## src/rtl/alu_pkg.sv

```systemverilog
// Shared opcode encoding and width for the 8-bit ALU slice.
package alu_pkg;
  localparam int ALU_W = 8;

  typedef enum logic [3:0] {
    ADD  = 4'b0000,
    SUB  = 4'b0001,
    AND  = 4'b0010,
    OR   = 4'b0011,
    NOT  = 4'b0100,
    XOR  = 4'b0101,
    SLL  = 4'b0110,
    SRL  = 4'b0111,
    SRA  = 4'b1000,
    SLT  = 4'b1001,
    SLTU = 4'b1010,
    ROL  = 4'b1011,
    ROR  = 4'b1100
  } alu_op_e;
endpackage

```

## src/rtl/alu_addsub_8.sv

```systemverilog
// Combinational 8-bit adder/subtractor shared by ADD, SUB, SLT and SLTU.
// co is carry-out when adding and borrow (a<b unsigned) when subtracting.
module alu_addsub_8
  import alu_pkg::*;
(
  input  logic [ALU_W-1:0] a,
  input  logic [ALU_W-1:0] b,
  input  logic             sub,
  output logic [ALU_W-1:0] sum,
  output logic             co,
  output logic             ovf
);
  logic [ALU_W-1:0] b_eff;
  logic             cout;

  assign b_eff       = sub ? ~b : b;
  assign {cout, sum} = {1'b0, a} + {1'b0, b_eff} + {{ALU_W{1'b0}}, sub};
  // Two's-complement subtract produces carry = !borrow.
  assign co          = sub ? ~cout : cout;
  assign ovf         = (a[ALU_W-1] == b_eff[ALU_W-1]) && (sum[ALU_W-1] != a[ALU_W-1]);
endmodule

```

## src/rtl/alu_8bits.sv

```systemverilog
// 8-bit ALU with one-cycle registered result and flags.
// Optional ROL/ROR opcodes are enabled by defining ALU_ROTATE_EN.
module alu_8bits
  import alu_pkg::*;
#(
  parameter int WIDTH = ALU_W
) (
  input  logic             clk,
  input  logic             rst,
  input  logic [WIDTH-1:0] A,
  input  logic [WIDTH-1:0] B,
  input  logic [3:0]       aluop,
  output logic [WIDTH-1:0] alu_res,
  output logic             ZF,
  output logic             SF,
  output logic             OF,
  output logic             CF
);
  alu_op_e          op;
  logic             as_sub;
  logic [WIDTH-1:0] as_sum;
  logic             as_co;
  logic             as_ovf;
  logic [WIDTH-1:0] res;
  logic             of_n, cf_n, defined;

  assign op     = alu_op_e'(aluop);
  assign as_sub = (op == SUB) || (op == SLT) || (op == SLTU);

  alu_addsub_8 u_addsub (
    .a   (A),
    .b   (B),
    .sub (as_sub),
    .sum (as_sum),
    .co  (as_co),
    .ovf (as_ovf)
  );

`ifdef ALU_ROTATE_EN
  logic [2*WIDTH-1:0] rol_w, ror_w;
  assign rol_w = {A, A} << B[2:0];
  assign ror_w = {A, A} >> B[2:0];
`endif

  always_comb begin
    res     = '0;
    of_n    = 1'b0;
    cf_n    = 1'b0;
    defined = 1'b1;
    case (op)
      ADD:  begin res = as_sum; of_n = as_ovf; cf_n = as_co; end
      SUB:  begin res = as_sum; of_n = as_ovf; cf_n = as_co; end
      AND:  res = A & B;
      OR:   res = A | B;
      NOT:  res = ~A;
      XOR:  res = A ^ B;
      // Full 8-bit B is the shift amount, so B>=8 drains to zero/sign fill.
      SLL:  res = A << B;
      SRL:  res = A >> B;
      SRA:  res = WIDTH'($signed(A) >>> B);
      SLT:  res = {{(WIDTH-1){1'b0}}, as_sum[WIDTH-1] ^ as_ovf};
      SLTU: res = {{(WIDTH-1){1'b0}}, as_co};
`ifdef ALU_ROTATE_EN
      ROL:  res = rol_w[2*WIDTH-1:WIDTH];
      ROR:  res = ror_w[WIDTH-1:0];
`endif
      default: defined = 1'b0;
    endcase
  end

  always_ff @(posedge clk) begin
    if (rst) begin
      alu_res <= '0;
      ZF      <= 1'b0;
      SF      <= 1'b0;
      OF      <= 1'b0;
      CF      <= 1'b0;
    end else begin
      alu_res <= res;
      ZF      <= defined && (res == '0);
      SF      <= defined && res[WIDTH-1];
      OF      <= of_n;
      CF      <= cf_n;
    end
  end
endmodule

```

## config.mk

```make
export PLATFORM = sky130hd
export DESIGN_NAME = alu_8bits
export DESIGN_NICKNAME = d
export VERILOG_FILES = /design/src/rtl/alu_pkg.sv /design/src/rtl/alu_addsub_8.sv /design/src/rtl/alu_8bits.sv
export SDC_FILE = /design/constraint.sdc
export NUM_CORES = 1
export LEC_CHECK = 0
export ABC_AREA = 1
export CORE_ASPECT_RATIO = 1.25
export CORE_MARGIN = 3
export CORE_UTILIZATION = 35
export DETAILED_ROUTE_END_ITERATION = 8
export PLACE_DENSITY_LB_ADDON = 0.05
export SYNTH_ARGS = -nofsm -noshare
export SYNTH_HDL_FRONTEND = slang
export SYNTH_SLANG_ARGS = --single-unit
```

## constraint.sdc

```tcl
create_clock -name clk -period 5.9 [get_ports clk]
set_input_delay 1.18 -clock clk [delete_from_list [all_inputs] [get_ports clk]]
set_output_delay 1.18 -clock clk [all_outputs]
set_load 0.01 [all_outputs]
```

* Word-level counts from Yosys, hierarchy flattened *
Index checks and enable logic that the tools add are counted.

word-level totals
  memories kept = 0
  ROM bits = 0
  RAM bits = 0
  bits in registers = 12
  input port bits = 22
  bits in latches = 0

cells by class
  reduce and logical (&&, ||, !) cells = 10
  multiply operators = 0
  shifts and indexed selects = 3
  muxes and demuxes = 4
  div/mod/pow operators = 0
  bitwise logic cells = 8
  $lt $le $gt $ge = 0
  $add $sub $neg = 2
  eq/ne operators = 12

operators by type and width
  kind                  number
  $pmux W8 S10          1
  $eq A4 B3 Y1 const B  4
  $not A8 Y8            2
  $eq A4 B4 Y1 const B  3
  $reduce_or A11 Y1     1
  $add A8 B8 Y9         1
  $add A9 B1 Y9         1
  $and A8 B8 Y8         1
  $eq A4 B2 Y1 const B  2
  $logic_not A8 Y1      1
  $mux W8               1
  $or A8 B8 Y8          1
  $shl A8 B8 Y8         1
  $shr A8 B8 Y8         1
  $sshr A8 B8 Y8        1
  $xor A8 B8 Y8         1
  $eq A4 B1 Y1 const B  1
  $logic_not A4 Y1      1
  $reduce_or A2 Y1      2
  $logic_and A1 B1 Y1   3
  $logic_or A1 B1 Y1    2
  $mux W1               2
  $not A1 Y1            2
  $eq A1 B1 Y1          1
  2 further kinds       2

* Depth between registers and ports, before layout *
Gate-level depths: netlist of the first run.

  depth after elaboration = 12
  mapped depth = 19
  mapped depth without buffers = 19

* Cells and area by module *
Synthesis of the first run repeated with hierarchy kept, for this count alone.

second synthesis, totals
  cells, all modules = 416
  area, all modules = 2359.8 µm²

modules (own cells, without submodules)
  module        cells an instance  area an instance (µm²)  times used
  alu_8bits     331                1819.2                  1
  alu_addsub_8  85                 540.5                   1

* Worst setup path before layout of the first run *
No wires, ideal clock.

  kind = input to register
  from = input port aluop[3]
  to = register ZF
  arrival time = 3194 ps
  required time = 5836 ps
  path buffers = 0
  stages on the path = 17
  path slack = 2642 ps
  cells stage by stage = inv_1 nor2_1 nand2_2 nand2_1 xor2_1 fa_1 o21ai_0 nand2_1 nand2_1 nor2_1 nor2_1 nand3_1 nor2_1 nand2_1 nor2_1 nand2_1 nor2_1

between the ends
  word-level cells in the longest chain between the ends = 12
  elaborated cells between the ends (all ways) = 28
  classes of those cells = add/sub: 2; eq/ne: 12; mux: 4; bitwise: 2; reduce/logical: 8

ends and longest elaborated chain
  what                                          RTL line                          text
  start, declared                               alu_8bits.sv:12                   input logic [3:0] aluop,
  $eq A4 B1 Y1 or $eq A4 B4 Y1 (tied branches)  alu_8bits.sv:28, alu_8bits.sv:50
  $logic_or A1 B1 Y1 (2 in a row)               alu_8bits.sv:28                   assign as_sub = (op == SUB) || (op == SLT) || (op == SLTU);
  $mux W8                                       alu_addsub_8.sv:16                assign b_eff = sub ? ~b : b;
  $add A8 B8 Y9                                 alu_addsub_8.sv:17                assign {cout, sum} = {1'b0, a} + {1'b0, b_eff} + {{ALU_W{1'b0}}, sub};
  $add A9 B1 Y9                                 alu_addsub_8.sv:17
  $ne A1 B1 Y1                                  alu_addsub_8.sv:20                assign ovf = (a[ALU_W-1] == b_eff[ALU_W-1]) && (sum[ALU_W-1] != a[ALU_W-1]);
  $logic_and A1 B1 Y1                           alu_addsub_8.sv:20
  $xor A1 B1 Y1                                 alu_8bits.sv:61                   SLT: res = {{(WIDTH-1){1'b0}}, as_sum[WIDTH-1] ^ as_ovf};
  $pmux W8 S10                                  alu_8bits.sv:50                   case (op)
  $logic_not A8 Y1                              alu_8bits.sv:80                   ZF <= defined && (res == '0);
  $logic_and A1 B1 Y1 *                         alu_8bits.sv:80
  end signal, assigned                          alu_8bits.sv:80
  end, declared                                 alu_8bits.sv:14                   output logic ZF,

Mark *: on every way between the ends. The rest lies on a longest branch, timed or not.
A chain may end at the register's enable or synchronous reset.

* Worst setup path in the final report of the first run *
  from = input port B[1]
  to = register ZF

between the ends
  word-level cells in the longest chain between the ends = 10
  elaborated cells between the ends (all ways) = 18
  classes of those cells = add/sub: 2; eq/ne: 1; shift: 3; mux: 3; bitwise: 6; reduce/logical: 3

ends and longest elaborated chain
  what                   RTL line            text
  start, declared        alu_8bits.sv:11     input logic [WIDTH-1:0] B,
  $not A8 Y8             alu_addsub_8.sv:16
  $mux W8                alu_addsub_8.sv:16
  $add A8 B8 Y9          alu_addsub_8.sv:17
  $add A9 B1 Y9          alu_addsub_8.sv:17
  $ne A1 B1 Y1           alu_addsub_8.sv:20
  $logic_and A1 B1 Y1    alu_addsub_8.sv:20
  $xor A1 B1 Y1          alu_8bits.sv:61
  $pmux W8 S10 *         alu_8bits.sv:50
  $logic_not A8 Y1 *     alu_8bits.sv:80
  $logic_and A1 B1 Y1 *  alu_8bits.sv:80

Marked as above.

==> results of run 1 <==
[cell families after synthesis]
kind of cell / Yosys count / synth area share
flops: 12 / 0.105
buf+inv: 63 / 0.114
compound gates: 38 / 0.0925
fa+ha+maj: 25 / 0.140
xor+xnor: 9 / 0.0345
simple gates: 260 / 0.514
[cell usage in the layout, fill, tap and decap left out, types with 6 or more instances in the layout]
| cell | n |
|---|---|
| o21ai_0 | 7 |
| nor2_2 | 6 |
| dfxtp_1 | 12 |
| nand3_1 | 60 |
| ha_1 | 24 |
| xor2_1 | 7 |
| nand4_1 | 16 |
| nor2_1 | 32 |
| nand2_1 | 126 |
| inv_1 | 50 |
| a21oi_1 | 21 |
| clkdlybuf4s50_1 | 33 |
[power breakdown]
part           switching [W]  leakage, nW  total (W)  internal (W)
sequential        0.00000144       0.0980  0.0000881     0.0000866
combinational       0.000119         1.30   0.000191     0.0000723
clock              0.0000295       0.0288  0.0000884     0.0000589
[flip-flops by register name (all words and copies together) (netlist names)]
signal   flops
SF           1
alu_res      8
OF           1
ZF           1
CF           1
[cell usage after synthesis, types with 2 or more instances]
master,n,area share
buf_1,3,0.0049
nand3_1,60,0.13
nand4_1,16,0.044
nor3b_1,3,0.0098
and2_1,2,0.0055
ha_1,24,0.13
dfxtp_1,12,0.11
nand2_1,126,0.21
nor2_2,6,0.016
o22ai_1,3,0.0082
xor2_1,7,0.027
a21oi_1,21,0.046
buf_2,5,0.011
nor2_1,32,0.053
buf_6,2,0.0098
nand2_2,5,0.014
xnor2_1,2,0.0077
nand3_2,5,0.022
o21ai_0,7,0.015
inv_1,50,0.082
nor3_1,3,0.0066
[final timing paths]
kind,slack (ns),end,cells past startpoint,from
worst max-delay path,1.66,ZF,15,B[1]
worst min-delay path,1.71,alu_res[0],2,rst
[per-layer routing]
layer  vias to the layer above  wire (um)  share of wire
met5                         -          0              0
met4                         0        140          0.018
met3                        12        315          0.041
met2                        58       3850           0.50
met1                      1216       3420           0.44
li1                       1384          -              -
[through the flow]
| step | total power [W] | instance area, um^2 |
|---|---|---|
| 2_1_floorplan | 0.000217 | 2290 |
| 3_3_place_gp | 0.000280 | 2650 |
| 3_5_place_dp | 0.000280 | 2650 |
| 4_1_cts | 0.000372 | 2710 |
| 5_1_grt | 0.000402 | 2710 |
| 6_report | 0.000367 | 2710 |
[final cells by class]
type / instances / area [um^2] / area share
well taps: 85 / 106 / 0.0393
multi-input cells: 332 / 1790 / 0.659
inverters: 51 / 191 / 0.0707
flip-flops and latches: 12 / 240 / 0.0887
clock buffers: 4 / 55.1 / 0.0203
repair buffers: 33 / 330 / 0.122
==> results.cfg, run 1 <==
[sta]
timing_hold_violations_final = 0
tns_ns = 0
timing.slew.headroom = 0.512
rsz_0062_raised_after_global_routing = no
setup_ws_ns = 1.66
hold_slack_ns = 1.71
fin_crit_sh = 0.719
min_period_ns = 4.24
maxClockFrequency_mhz = 236
actual_transition_at_the_worst_max_transition_pin_ns = 0.729
number_of_setup_violations_in_the_final_report = 0
finalMaxSlewViolations = 0

[floorplanning]
initial_core_utilization = 0.366
core_area_um2 = 6250
placement_rows = 32
ios = 34
dieArea_um2 = 7550
die_h_um = 96.4
fp.dieW_um = 78.3

[worst_setup_path]
worst-endpoint-arrival_ns = 4.42
path_max_fanout = 20
crit_type = input port to flop
critPathMaxStageDelay_ns = 0.89
cp_top_family = buffers and inverters
crit_slowest_cell = clkdlybuf4s50_1
crit_path_cell_trace = clkdlybuf4s50_1 > inv_1 > xor2_1 > fa_1 > o21ai_0 > nand2_1 > nand2_1 > nor2_1 > nor2_1 > nand3_1 > nor2_1 > nand2_1 > nor2_1 > nand2_1 > nor2_1
timing.critical_path.mode_cell = nor2_1
worst-path-buf-inv = 2
startpoint_type = input port
cp_data_required_time_ns = 6.08
end_kind = flop

[outcome]
status = completed

[cells_and_area]
post_route_cells_drive_above_1_share = 0.0532
nNetsFinal = 480
fin_cells = 517
num_antenna_cells = 0
final_core_utilization = 0.434
syn_to_final_growth_pct = 18.4
final.fill_count = 747

[clocking]
cts_root_buffer = clkbuf_8
tritoncts.num_buffers = 3
cts-hold-fix-buffers = 0
cts.sinks = 12
postCtsSetupRepairBufs = 0
h-tree-depth = 1
worst_setup_hold_path_clk_slew_ns = 0.05
clock_path_buffers = 2
cts_tree = done
post_cts_resize_count = 0

[grt]
initial_antenna_violation_count = 0
grt_pass1_vias = 2609
use_met2 = 0.376
grt_start_max_net_pins = 21
overflow_after_grt = 0
globalRouteMet3Util = 0.0325
grt_first_pass_wirelength_um = 12600
global_route.usage.met1 = 0.266
globalRouteTotalUtil = 0.213
global_route.peak_usage_layer = met2

[drt]
wl_per_cell_um = 14.9
antenna_violating_nets_post_route = 0
detail_route.wirelength_um = 7720
drt_iter0_markers = 175
drt_first_pass_iters = 4
drt-vias-per-instance = 5.16
drc = 0
dr_total_vias = 2670

[synthesis]
yosys_warnings = 0
synth_flop_cell = dfxtp_1
synth_area_per_cell_um2 = 5.62
post_synthesis_instance_area_um2 = 2290
gate_count_of_the_mapped_netlist = 407
synth_sequential_area_ratio = 0.105
register_bit_count_reported_by_yosys = 12
synth_enable_flop_cells = 0
ys_types = 34
synth_nets = 454
synthArstFlopShare = 0

[placed_design]
routability_congestion_estimate = 0.895
dp.final_hpwl_um = 6420
dpl_ws_ns = 1.41
portBuffers = 33
place.detailed.instances = 513

[worst_hold_path]
hp-class = input port to flop

[pwr]
power_density_nw_per_um2 = 136
power.leakage_nw = 1.43
vdd_ir_drop_max_uv = 93.1

[flow_run]
timing.max_cap.violations = 0
(Power assumes the default switching activity.)
==> run 2, diff against run 1 <==
- clock period: 5.9 -> 3.9 ns (I/O delays scaled with it)
==> run 2 against run 1 <==
  * Routed wire length fell by 2.9%
  * Largest power group unchanged
  * Total power rose by 53%
  * Cell count rose by 1.2%
  * Sequential cell count did not move
  * Sequential share of layout area fell by 0.15 points
  * Non-clock buffer count rose by 6
  * Core utilization rose by 0.72 points
  * First-iteration DRC count rose by 41%
  * Highest routed layer unchanged
  * Critical path depth rose by 3
==> results.cfg, run 2 (synthesized netlist as in run 1, its figures left out) <==
[sta]
maxClockFrequency_mhz = 290
tns_ns = 0
number_of_setup_violations_in_the_final_report = 0
hold_slack_ns = 1.32
setup_ws_ns = 0.452
timing_hold_violations_final = 0
min_period_ns = 3.45
rsz_0062_raised_after_global_routing = no
timing.slew.headroom = 0.579
finalMaxSlewViolations = 0
actual_transition_at_the_worst_max_transition_pin_ns = 0.631
fin_crit_sh = 0.884

[worst_setup_path]
worst-endpoint-arrival_ns = 3.63
end_kind = flop
cp_data_required_time_ns = 4.08
crit_path_cell_trace = clkdlybuf4s50_1 > inv_2 > nor2_2 > nand2_2 > nand2_1 > xor2_1 > fa_1 > o21ai_0 > nand2_1 > nand2_1 > nor2_1 > nor2_1 > nand3_1 > nor2_1 > nand2_1 > nor2_1 > nand2_1 > nor2_1
crit_type = input port to flop
path_max_fanout = 5
crit_slowest_cell = clkdlybuf4s50_1
critPathMaxStageDelay_ns = 0.54
startpoint_type = input port

[drt]
highest_metal_layer_with_signal_wires = met4
antenna_violating_nets_post_route = 0
met2_length_um = 3690
drt_first_pass_iters = 5
post_route_met1_wirelength_um = 3330
drc = 0
wl_per_cell_um = 14.3
detail_route.wirelength_um = 7500
dr_total_vias = 2717
drt-vias-per-instance = 5.20
met3_wirelength_um = 316
drt_iter0_markers = 246

[grt]
initial_antenna_violation_count = 0
grt_pass1_vias = 2562
grt_first_pass_wirelength_um = 12100
grt_start_max_net_pins = 20
overflow_after_grt = 0
globalRouteTotalUtil = 0.205

[flow_run]
timing.max_cap.violations = 0

[floorplanning]
initial_core_utilization = 0.366
placement_rows = 32
die_h_um = 96.4
dieArea_um2 = 7550
ios = 34
core_area_um2 = 6250
fp.dieW_um = 78.3

[clocking]
cts.sinks = 12
cts_root_buffer = clkbuf_8
cts-hold-fix-buffers = 0
postCtsSetupRepairBufs = 0
h-tree-depth = 1
cts_tree = done
tritoncts.num_buffers = 3
clock_path_buffers = 2
worst_setup_hold_path_clk_slew_ns = 0.05
post_cts_resize_count = 0

[cells_and_area]
post_route_cells_drive_above_1_share = 0.0662
num_antenna_cells = 0
final_core_utilization = 0.441
layout.cells.most_common = nand2_1
final.fill_count = 732
nNetsFinal = 486
max_flop_register = alu_res
syn_to_final_growth_pct = 20.4
layout.cells.most_common_list = nand2_1 (126), nand3_1 (60), inv_1 (50)
number_of_flip_flops_in_the_largest_register = 8

[placed_design]
dp.final_hpwl_um = 6290
portBuffers = 33
routability_congestion_estimate = 0.921
dpl_ws_ns = 0.246

[pwr]
power.leakage_nw = 1.46
vdd_ir_drop_max_uv = 141
power_density_nw_per_um2 = 204
total_power_w = 0.000561

[outcome]
status = completed

[worst_hold_path]
hp-class = input port to flop
-- run 2: final cells by class --
class | count | area (um^2) | share of cell area
Multi-Input combinational cell | 332 | 1790 | 0.648
Inverter | 51 | 191 | 0.0695
Clock buffer | 4 | 55.1 | 0.0200
Timing Repair Buffer | 39 | 375 | 0.136
Tap cell | 85 | 106 | 0.0386
Sequential cell | 12 | 240 | 0.0872
-- run 2: power by group --
part           internal, W  switching [W]
clock            0.0000891      0.0000445
sequential        0.000131     0.00000188
combinational     0.000114       0.000180
total             0.000334       0.000227
-- run 2: routing by layer --
metal,vias up,GRT usage
li1,1394,-
met1,1226,0.260
met2,85,0.370
met3,12,0.0241
met4,0,0.0481
met5,-,0
-- run 2: stage by stage --
step | instances | instance area (um^2)
floorplan | 407 | 2290
CTS | 523 | 2750
detailed placement | 519 | 2700
global placement | 519 | 2700
finish | 523 | 2750
global route | 523 | 2750
-- run 2: worst max-delay path: cells and delay by family --
kind | cells | cell delay (ns)
xor+xnor | 1 | 0.16
buf+inv | 2 | 0.62
fa+ha+maj | 1 | 0.47
simple gates | 13 | 1.35
compound gates | 1 | 0.25
-- run 2: final timing paths --
kind / from / end / slack, ns / depth (start not counted)
hold / removal: rst / alu_res[0] / 1.32 / 2
setup / recovery: aluop[1] / ZF / 0.45 / 18
